--- src/rtl/chacha_skid_pipeline.sv ---
// Valid/ready register slice with registered forward and backward paths.
// Each stage has a main and a skid register, so a chain sustains one beat per cycle.
module chacha_skid_pipeline #(
  parameter int unsigned DATA_BUS_W  = 8,
  parameter int unsigned NB_PIPELINE = 1
) (
  input  logic                  aclk,
  input  logic                  aresetn,
  input  logic                  srst,
  input  logic                  i_valid,
  output logic                  i_ready,
  input  logic [DATA_BUS_W-1:0] i_data,
  output logic                  o_valid,
  input  logic                  o_ready,
  output logic [DATA_BUS_W-1:0] o_data
);

  typedef enum logic [1:0] {StEmpty, StBusy, StFull} state_e;

  if (NB_PIPELINE == 0) begin : g_passthrough
    logic unused_ctrl;
    assign unused_ctrl = aclk ^ aresetn ^ srst;

    assign o_valid = i_valid;
    assign o_data  = i_data;
    assign i_ready = o_ready;
  end else begin : g_stages
    // Index k is the boundary feeding stage k; index NB_PIPELINE is the output side.
    logic [NB_PIPELINE:0]                 vld;
    logic [NB_PIPELINE:0]                 rdy;
    logic [NB_PIPELINE:0][DATA_BUS_W-1:0] dat;

    assign vld[0]           = i_valid;
    assign dat[0]           = i_data;
    assign rdy[NB_PIPELINE] = o_ready;
    assign i_ready          = rdy[0];
    assign o_valid          = vld[NB_PIPELINE];
    assign o_data           = dat[NB_PIPELINE];

    for (genvar g = 0; g < NB_PIPELINE; g++) begin : g_stage
      state_e                state_q, state_d;
      logic [DATA_BUS_W-1:0] main_q, main_d;
      logic [DATA_BUS_W-1:0] skid_q, skid_d;
      logic                  vld_q;
      logic                  rdy_q;
      logic                  in_xfer;
      logic                  out_xfer;

      assign in_xfer  = vld[g] & rdy_q;
      assign out_xfer = vld_q & rdy[g+1];

      always_comb begin
        state_d = state_q;
        main_d  = main_q;
        skid_d  = skid_q;
        case (state_q)
          StEmpty: begin
            if (in_xfer) begin
              main_d  = dat[g];
              state_d = StBusy;
            end
          end
          StBusy: begin
            if (in_xfer && out_xfer) begin
              main_d = dat[g];
            end else if (in_xfer) begin
              skid_d  = dat[g];
              state_d = StFull;
            end else if (out_xfer) begin
              state_d = StEmpty;
            end
          end
          StFull: begin
            if (out_xfer) begin
              main_d  = skid_q;
              state_d = StBusy;
            end
          end
          default: state_d = StEmpty;
        endcase
      end

      // Valid and ready are flopped from next state so both directions leave on flop outputs.
      always_ff @(posedge aclk or negedge aresetn) begin
        if (!aresetn) begin
          state_q <= StEmpty;
          main_q  <= '0;
          skid_q  <= '0;
          vld_q   <= 1'b0;
          rdy_q   <= 1'b0;
        end else if (srst) begin
          state_q <= StEmpty;
          main_q  <= '0;
          skid_q  <= '0;
          vld_q   <= 1'b0;
          rdy_q   <= 1'b0;
        end else begin
          state_q <= state_d;
          main_q  <= main_d;
          skid_q  <= skid_d;
          vld_q   <= (state_d != StEmpty);
          rdy_q   <= (state_d != StFull);
        end
      end

      assign vld[g+1] = vld_q;
      assign dat[g+1] = main_q;
      assign rdy[g]   = rdy_q;
    end
  end

endmodule
--- config.mk ---
export PLATFORM = sky130hd
export DESIGN_NAME = chacha_skid_pipeline
export DESIGN_NICKNAME = d
export VERILOG_FILES = /design/src/rtl/chacha_skid_pipeline.sv
export SDC_FILE = /design/constraint.sdc
export NUM_CORES = 1
export LEC_CHECK = 0
export ABC_AREA = 1
export CORE_AREA = 2 2 46 57
export DETAILED_ROUTE_END_ITERATION = 12
export DIE_AREA = 0 0 48 59
export GPL_ROUTABILITY_DRIVEN = 0
export HOLD_SLACK_MARGIN = 0.05
export PLACE_DENSITY = 0.8
export REMOVE_ABC_BUFFERS = 1
export SETUP_SLACK_MARGIN = 0.4
export SLEW_MARGIN = 20
export SYNTH_ARGS = -nofsm -noshare
export SYNTH_HDL_FRONTEND = slang
export SYNTH_SLANG_ARGS = --single-unit
--- constraint.sdc ---
create_clock -name aclk -period 1.76 [get_ports aclk]
set_input_delay 0.352 -clock aclk [delete_from_list [all_inputs] [get_ports aclk]]
set_output_delay 0.352 -clock aclk [all_outputs]
set_load 0.005 [all_outputs]
==> impl_results.rst <==
.. list-table::
   :header-rows: 1

   * - Metric
     - Value
   * - Outcome
     - finished clean
   * - Antenna diode count
     - 0
   * - Number of clock buffers inserted by TritonCTS
     - 3
   * - Max-slew violations
     - 0
   * - Cell breakdown of the critical path
     - buf_6, ha_4, nand2_2, nand2_2, nor2_4, nand2_4, nand3_2, nand2_1
   * - Cell-internal power
     - 775.6 uW
   * - Data required time at the worst endpoint
     - 1.95 ns
   * - Area contributors post-synth
     - sky130_fd_sc_hd__dfrtp_1 46%, sky130_fd_sc_hd__nand3_1 8.3%, sky130_fd_sc_hd__nand2_1 7.6%
   * - I/O Pins
     - 23
   * - Pleak
     - 0.0007706 uW
   * - Power spent charging and discharging nets
     - 325.9 uW
   * - Design area
     - 1647 sq um
   * - Wire length on met1
     - roughly 1.1 mm
   * - Floorplan die area
     - 2832 sq um
   * - Most used cell along the critical path
     - sky130_fd_sc_hd__nand2_2
   * - Initial standard-cell utilization of the core
     - 48.09%
   * - Initial antenna violation count
     - 0
   * - Worst rel slew slack
     - 80.33%
   * - Worst skew pair latency
     - 0.30 ns
   * - Global-route wire length before repair
     - between 4 and 5 mm
   * - Hold WS
     - 0.3799 ns
   * - Std-Cell Rows
     - 19
   * - Count of buffers from port buffering
     - 22
   * - Largest net degree at the start of global routing
     - 25
   * - Number of nets in the final layout
     - 190
   * - Simple-gate portion of the synthesized area
     - 26.73%
   * - Met2 wire length
     - 1.484 mm
   * - Share of synthesized cell area in full adder, half adder and majority cells
     - 4.608%
   * - Met3 layer wire length in the routed design
     - around 120 um
   * - Peak supply drop
     - 0.0004528 V
   * - Part of the Yosys area used for sequential elements
     - 46.08%
   * - Setup TNS
     - 0 ns
   * - Root buffer cell
     - sky130_fd_sc_hd__clkbuf_4
   * - Mux cell area share after synthesis
     - 0%
   * - Transition at the pin with the smallest max-transition slack
     - between 0.2 and 0.3 ns
   * - Antenna-violating nets left
     - 0
   * - Unrepaired setup endpoints after global routing
     - yes
   * - Cell type of the slowest stage on the worst timing path
     - sky130_fd_sc_hd__dfrtp_1
   * - Launching element type of the critical path
     - register
   * - Share of the synthesized area in compound gates (AO/OA/AOI/OAI)
     - about 14%
   * - Gate count after technology mapping
     - around 130
   * - Final setup skew
     - 0.006497 ns
   * - Post-layout min period
     - approximately 1.5 ns
   * - Worst-path clk slew
     - between 0.1 and 0.15 ns
   * - Final critical-path share of the clock period
     - between 80% and 90%
   * - Synth warn
     - 0
   * - GRT overflow
     - 0
   * - Combined flip-flop and latch cell area
     - 501.7 sq um
   * - Largest driver fanout on the critical path
     - 7
   * - Fill cell instance count of the final layout
     - 169
   * - Kind of capture point of the worst setup path
     - register
   * - CP peak stage delay
     - roughly 0.43 ns
   * - Number of H-tree levels
     - 1
   * - Aggregate global-route resource usage
     - roughly a fifth
   * - Final hold violation count
     - 0
   * - Core Footprint
     - about 2300 sq um
   * - DPL Wire Length
     - 1.570 mm
   * - Most common flop cell mapped by yosys
     - sky130_fd_sc_hd__dfrtp_1
   * - CTS tree
     - yes
   * - Number of setup violations in the final report
     - 0
   * - Count of vias placed by the detailed router
     - 1047
   * - Number of sinks driven by the clock tree
     - 20
   * - Switching share of power
     - 29.58%
   * - Via count of the first global-routing pass
     - 1009
   * - Longest Clk Path Bufs
     - 2
   * - Length of the first detailed-routing pass in iterations
     - 4
   * - Wirelength, routed
     - 2.771 mm
   * - Critical Path AT
     - 1.65 ns
   * - Total power after layout
     - roughly 1100 uW
   * - Top cell type by total area after synthesis
     - sky130_fd_sc_hd__dfrtp_1
   * - Share of total power in sequential cells
     - 46.0%
   * - Max-capacitance violation count
     - 0
   * - Largest family of logic cells by synthesized area
     - simple AND/OR/NAND/NOR gates
   * - Routed vias/inst
     - ~5.2
   * - Critical path start-end classification
     - reg2reg
   * - Portion of total power attributed to combinational logic
     - around 30%
   * - Top layer in use
     - met4
   * - Share of synthesized registers carrying an async set or reset
     - 100.0%
   * - Post-placement cell area
     - 1338 sq um
   * - Layout overhead on the synthesized area
     - 51.61%
   * - Vert. Die Dim
     - ~59 um
   * - Proportion of netlist area held by the largest area contributor
     - between 40% and 50%
   * - WL per Instance
     - roughly 14 um
   * - Number of library cell types mapped by synthesis
     - 23
   * - XOR/XNOR share of the synthesized area
     - 0%
   * - Multi-input gate area
     - 603.1 sq um
   * - Number of remaining DRC errors
     - 0
   * - Number of register bits inferred by synthesis
     - 20
   * - Proportion of layout cells with a drive suffix above 1
     - 33.14%
   * - F_max
     - 0.6858 GHz
   * - Mapped Avg Cell Area
     - between 8 and 9 sq um
   * - Number of enable-type register cells in the synthesized netlist
     - 0
   * - Worst hold path class
     - in2async
   * - Proportion of power drawn by the clock network
     - between 20% and 30%
   * - Post-synthesis cell area
     - 1086 sq um
   * - Cell area power density
     - 669.0 nW/um^2
   * - Die boundary width
     - approximately 48 um
   * - DRC marker count from the first detailed-route iteration
     - 37
[cell usage after synthesis, types with 2 or more instances]
master	count
sky130_fd_sc_hd__nand2_2	3
sky130_fd_sc_hd__o211ai_1	5
sky130_fd_sc_hd__nor2_1	6
sky130_fd_sc_hd__nand4_1	3
sky130_fd_sc_hd__o21ai_1	3
sky130_fd_sc_hd__o21ai_2	3
sky130_fd_sc_hd__ha_1	4
sky130_fd_sc_hd__nand2_1	22
sky130_fd_sc_hd__buf_2	3
sky130_fd_sc_hd__nand2_4	2
sky130_fd_sc_hd__o21ai_0	8
sky130_fd_sc_hd__a21oi_1	4
sky130_fd_sc_hd__inv_1	15
sky130_fd_sc_hd__nand3_1	18
sky130_fd_sc_hd__dfrtp_1	20
[worst paths after layout]
check,to,cells after the start,slack (ns),from
max,o_data[3]$_DFFE_PN0P_,8,0.30,g_stages.g_stage[0].state_q[1]$_DFF_PN0_
min in group aclk,o_data[7]$_DFFE_PN0P_,2,0.52,o_data[7]$_DFFE_PN0P_
max in group asynchronous,g_stages.g_stage[0].state_q[0]$_DFF_PN0_,2,1.15,aresetn
max reg2reg,o_data[3]$_DFFE_PN0P_,8,0.30,g_stages.g_stage[0].state_q[1]$_DFF_PN0_
min reg2reg,o_data[7]$_DFFE_PN0P_,2,0.52,o_data[7]$_DFFE_PN0P_
min,g_stages.g_stage[0].skid_q[2]$_DFFE_PN0P_,2,0.38,aresetn
[cell type report]
class | instances | share of cell area (%)
Multi-Input combinational cell | 87 | 36.63
Sequential cell | 20 | 30.47
Timing Repair Buffer | 45 | 24.54
Inverter | 16 | 3.799
Tap cell | 31 | 2.356
Clock buffer | 4 | 2.204
[registers in the layout, indices dropped and copies added (netlist names)]
register	flops
g_stages.g_stage.skid_q	8
o_data	8
g_stages.g_stage.state_q	2
i_ready	1
o_valid	1
[cell usage in the layout (no fill, tap or decap), types with 7 or more instances in the layout]
cell                              instances
sky130_fd_sc_hd__buf_4                   20
sky130_fd_sc_hd__clkdlybuf4s50_1         12
sky130_fd_sc_hd__dfrtp_1                 19
sky130_fd_sc_hd__dlygate4sd2_1            7
sky130_fd_sc_hd__inv_1                   13
sky130_fd_sc_hd__nand2_1                 20
sky130_fd_sc_hd__nand3_1                 11
sky130_fd_sc_hd__nand3_2                  8
sky130_fd_sc_hd__o21ai_1                 10
[critical path, delay by kind of cell (launching register included)]
family,cells,cell delay [ns]
adders and majority gates,1,0.16
and+or+nand+nor,6,0.64
DFF,1,0.43
buffers and inverters,1,0.13
[layer usage]
layer | global-route usage (%) | up-vias
li1 | - | 509
met1 | 23.06 | 500
met2 | 35.81 | 34
met3 | 2.744 | 4
met4 | 5.405 | 0
met5 | 0 | -
[what timing repair did]
action	CTS	global route
endpoints found under the setup margin	30	22
gates resized for setup	22	25
buffers inserted	11	9
pin swaps	2	10
hold buffers	0	0
cloned	1	0
[power by group through the flow]
stage	clock network [uW]	logic, uW	registers (uW)
4_1_cts	271	270	502
3_5_place_dp	0	231	515
6_report	267	328	507
3_3_place_gp	0	227	514
2_1_floorplan	0	116	515
5_1_grt	291	355	511
[kinds of logic after synthesis]
logic type / count (synthesis)
simple gates: 58
compound gates: 24
fa+ha+maj: 4
buf+inv: 21
flops: 20
[stage by stage]
step           setup WS (ns)  instances  util (%)
6_report              0.3018        203     72.91
5_1_grt               0.2535        203     72.91
4_1_cts               0.3454        194     66.59
3_5_place_dp         0.07098        178     59.22
3_3_place_gp         0.09391        178     59.22
2_1_floorplan         0.2223        122         -
No activity file was read; power rests on OpenSTA's default activity.
==> RTL edit, RTL diff (same settings) <==
Make the reset (`aresetn`) synchronous in one clocked block.
--- a/src/rtl/chacha_skid_pipeline.sv
+++ b/src/rtl/chacha_skid_pipeline.sv
@@ -81,7 +81,7 @@
       end
 
       // Valid and ready are flopped from next state so both directions leave on flop outputs.
-      always_ff @(posedge aclk or negedge aresetn) begin
+      always_ff @(posedge aclk) begin
         if (!aresetn) begin
           state_q <= StEmpty;
           main_q  <= '0;
Check against the original RTL: differs if aresetn is asserted again (counterexample within 4 cycles, from zero or initial values and one cycle with aresetn low); with aresetn held inactive, the same outputs for 10 cycles.
==> RTL edit against the unedited design <==
- cell area shrank 19%
- synthesized area decreased by 4.1%
- sequential cell count unchanged
- worst setup slack better by 0.20 ns
- utilization shrank 14 points
- register-to-register slack better by 0.26 ns
- wire length decreased by 24%
- hold slack better by 0.12 ns
- first-iteration DRC count fell by 70%
- critical endpoint is now i_ready
- highest routed layer unchanged
Power is not compared: it rests on default switching activity, and its combinational part moved more than twofold at a synthesized area within 25%.
==> RTL edit: results (changes against the unedited design) <==
The sum of met2 wire segment lengths after detailed routing came out at 1020 um (was 1480 um). The global-route wire length before repair came out at 3610 um (was 4080 um). The cell area reported after detailed placement was 1280 sq um (was 1340 sq um). The HPWL after detailed placement came out at 1540 um (was 1570 um). The detail-routed via count per cell is 4.61 (was 5.16). The slowest library cell on the worst path is sky130_fd_sc_hd__dfxtp_2 (was sky130_fd_sc_hd__dfrtp_1).

The number of global-route vias before repair is 886 (was 1009). Top cells by area, synth: sky130_fd_sc_hd__dfxtp_1 38%, sky130_fd_sc_hd__nand2_1 15%, sky130_fd_sc_hd__nor2_1 9.0%, sky130_fd_sc_hd__nor2_2 6.6%, sky130_fd_sc_hd__nand3b_1 5.8% (was sky130_fd_sc_hd__dfrtp_1 46%, sky130_fd_sc_hd__nand3_1 8.3%, sky130_fd_sc_hd__nand2_1 7.6%, sky130_fd_sc_hd__inv_1 5.2%, sky130_fd_sc_hd__ha_1 4.6%). Outcome: completed (unchanged). The fraction of area in clock buffers and inverters is 2.73% (was 2.20%). The portion of the layout cell area used by non-clock buffers came to 17.9% (was 24.5%).

The pre-CTS worst setup slack came out at 0.202 ns (was 0.0710 ns). The post-synthesis async set-or-reset flop share is 0% (was 100%). The met3 track demand over resource is 3.05% (was 2.74%). The multi-input logic cell count is 108 (was 87). The share of post-route cells with drive strength above 1 was 24.1% (was 33.1%). The number of fill cells is 213 (was 169).

The register area is 414 sq um (was 502 sq um). The cell class contributing the biggest share of worst-path delay is flip-flops (was simple AND/OR/NAND/NOR gates). The maximum number of pins on one net before global-route repair came to 17 (was 25).

The post-route clock skew came to 0.00600 ns (was 0.00650 ns). The violation count after the first detailed-routing iteration came to 11 (was 37). The top fanout value on the critical path came out at 2 (was 7). The via count is 946 (was 1047).

The path type of the worst min-delay path was flop to flop (was input pin to async pin).
==> RTL edit: cell count changes in the layout (fill, tap and decap cells not counted), sizes merged, moves of 5 or more <==
cell,delta
buf,-19
dfrtp,-20
dfxtp,+20
nand2,+21
nand3,-9
nand3b,+7
nor2,+29
o211ai,-5
o21ai,-13
==> RTL edit: timing repair <==
action                                  4_1_cts  5_1_grt
resized for setup                            21        1
endpoints found under the setup margin       11        6
setup buffers                                 1        0
==> RTL edit: cells by family after synthesis <==
kind of cell,count (synthesis),share of synthesized area [%]
buf+inv,19,10.3
flops,20,38.5
compound gates,3,1.92
simple gates,105,49.3
==> RTL edit: through the flow <==
stage	utilization, %	hold slack (ns)	total power, mW
final	58.9	0.500	0.848
after global placement	56.6	0.469	0.582
after detailed placement	56.6	0.479	0.584
after floorplan	-	0.456	0.530
after global routing	58.9	0.515	0.882
after CTS	58.6	0.499	0.851
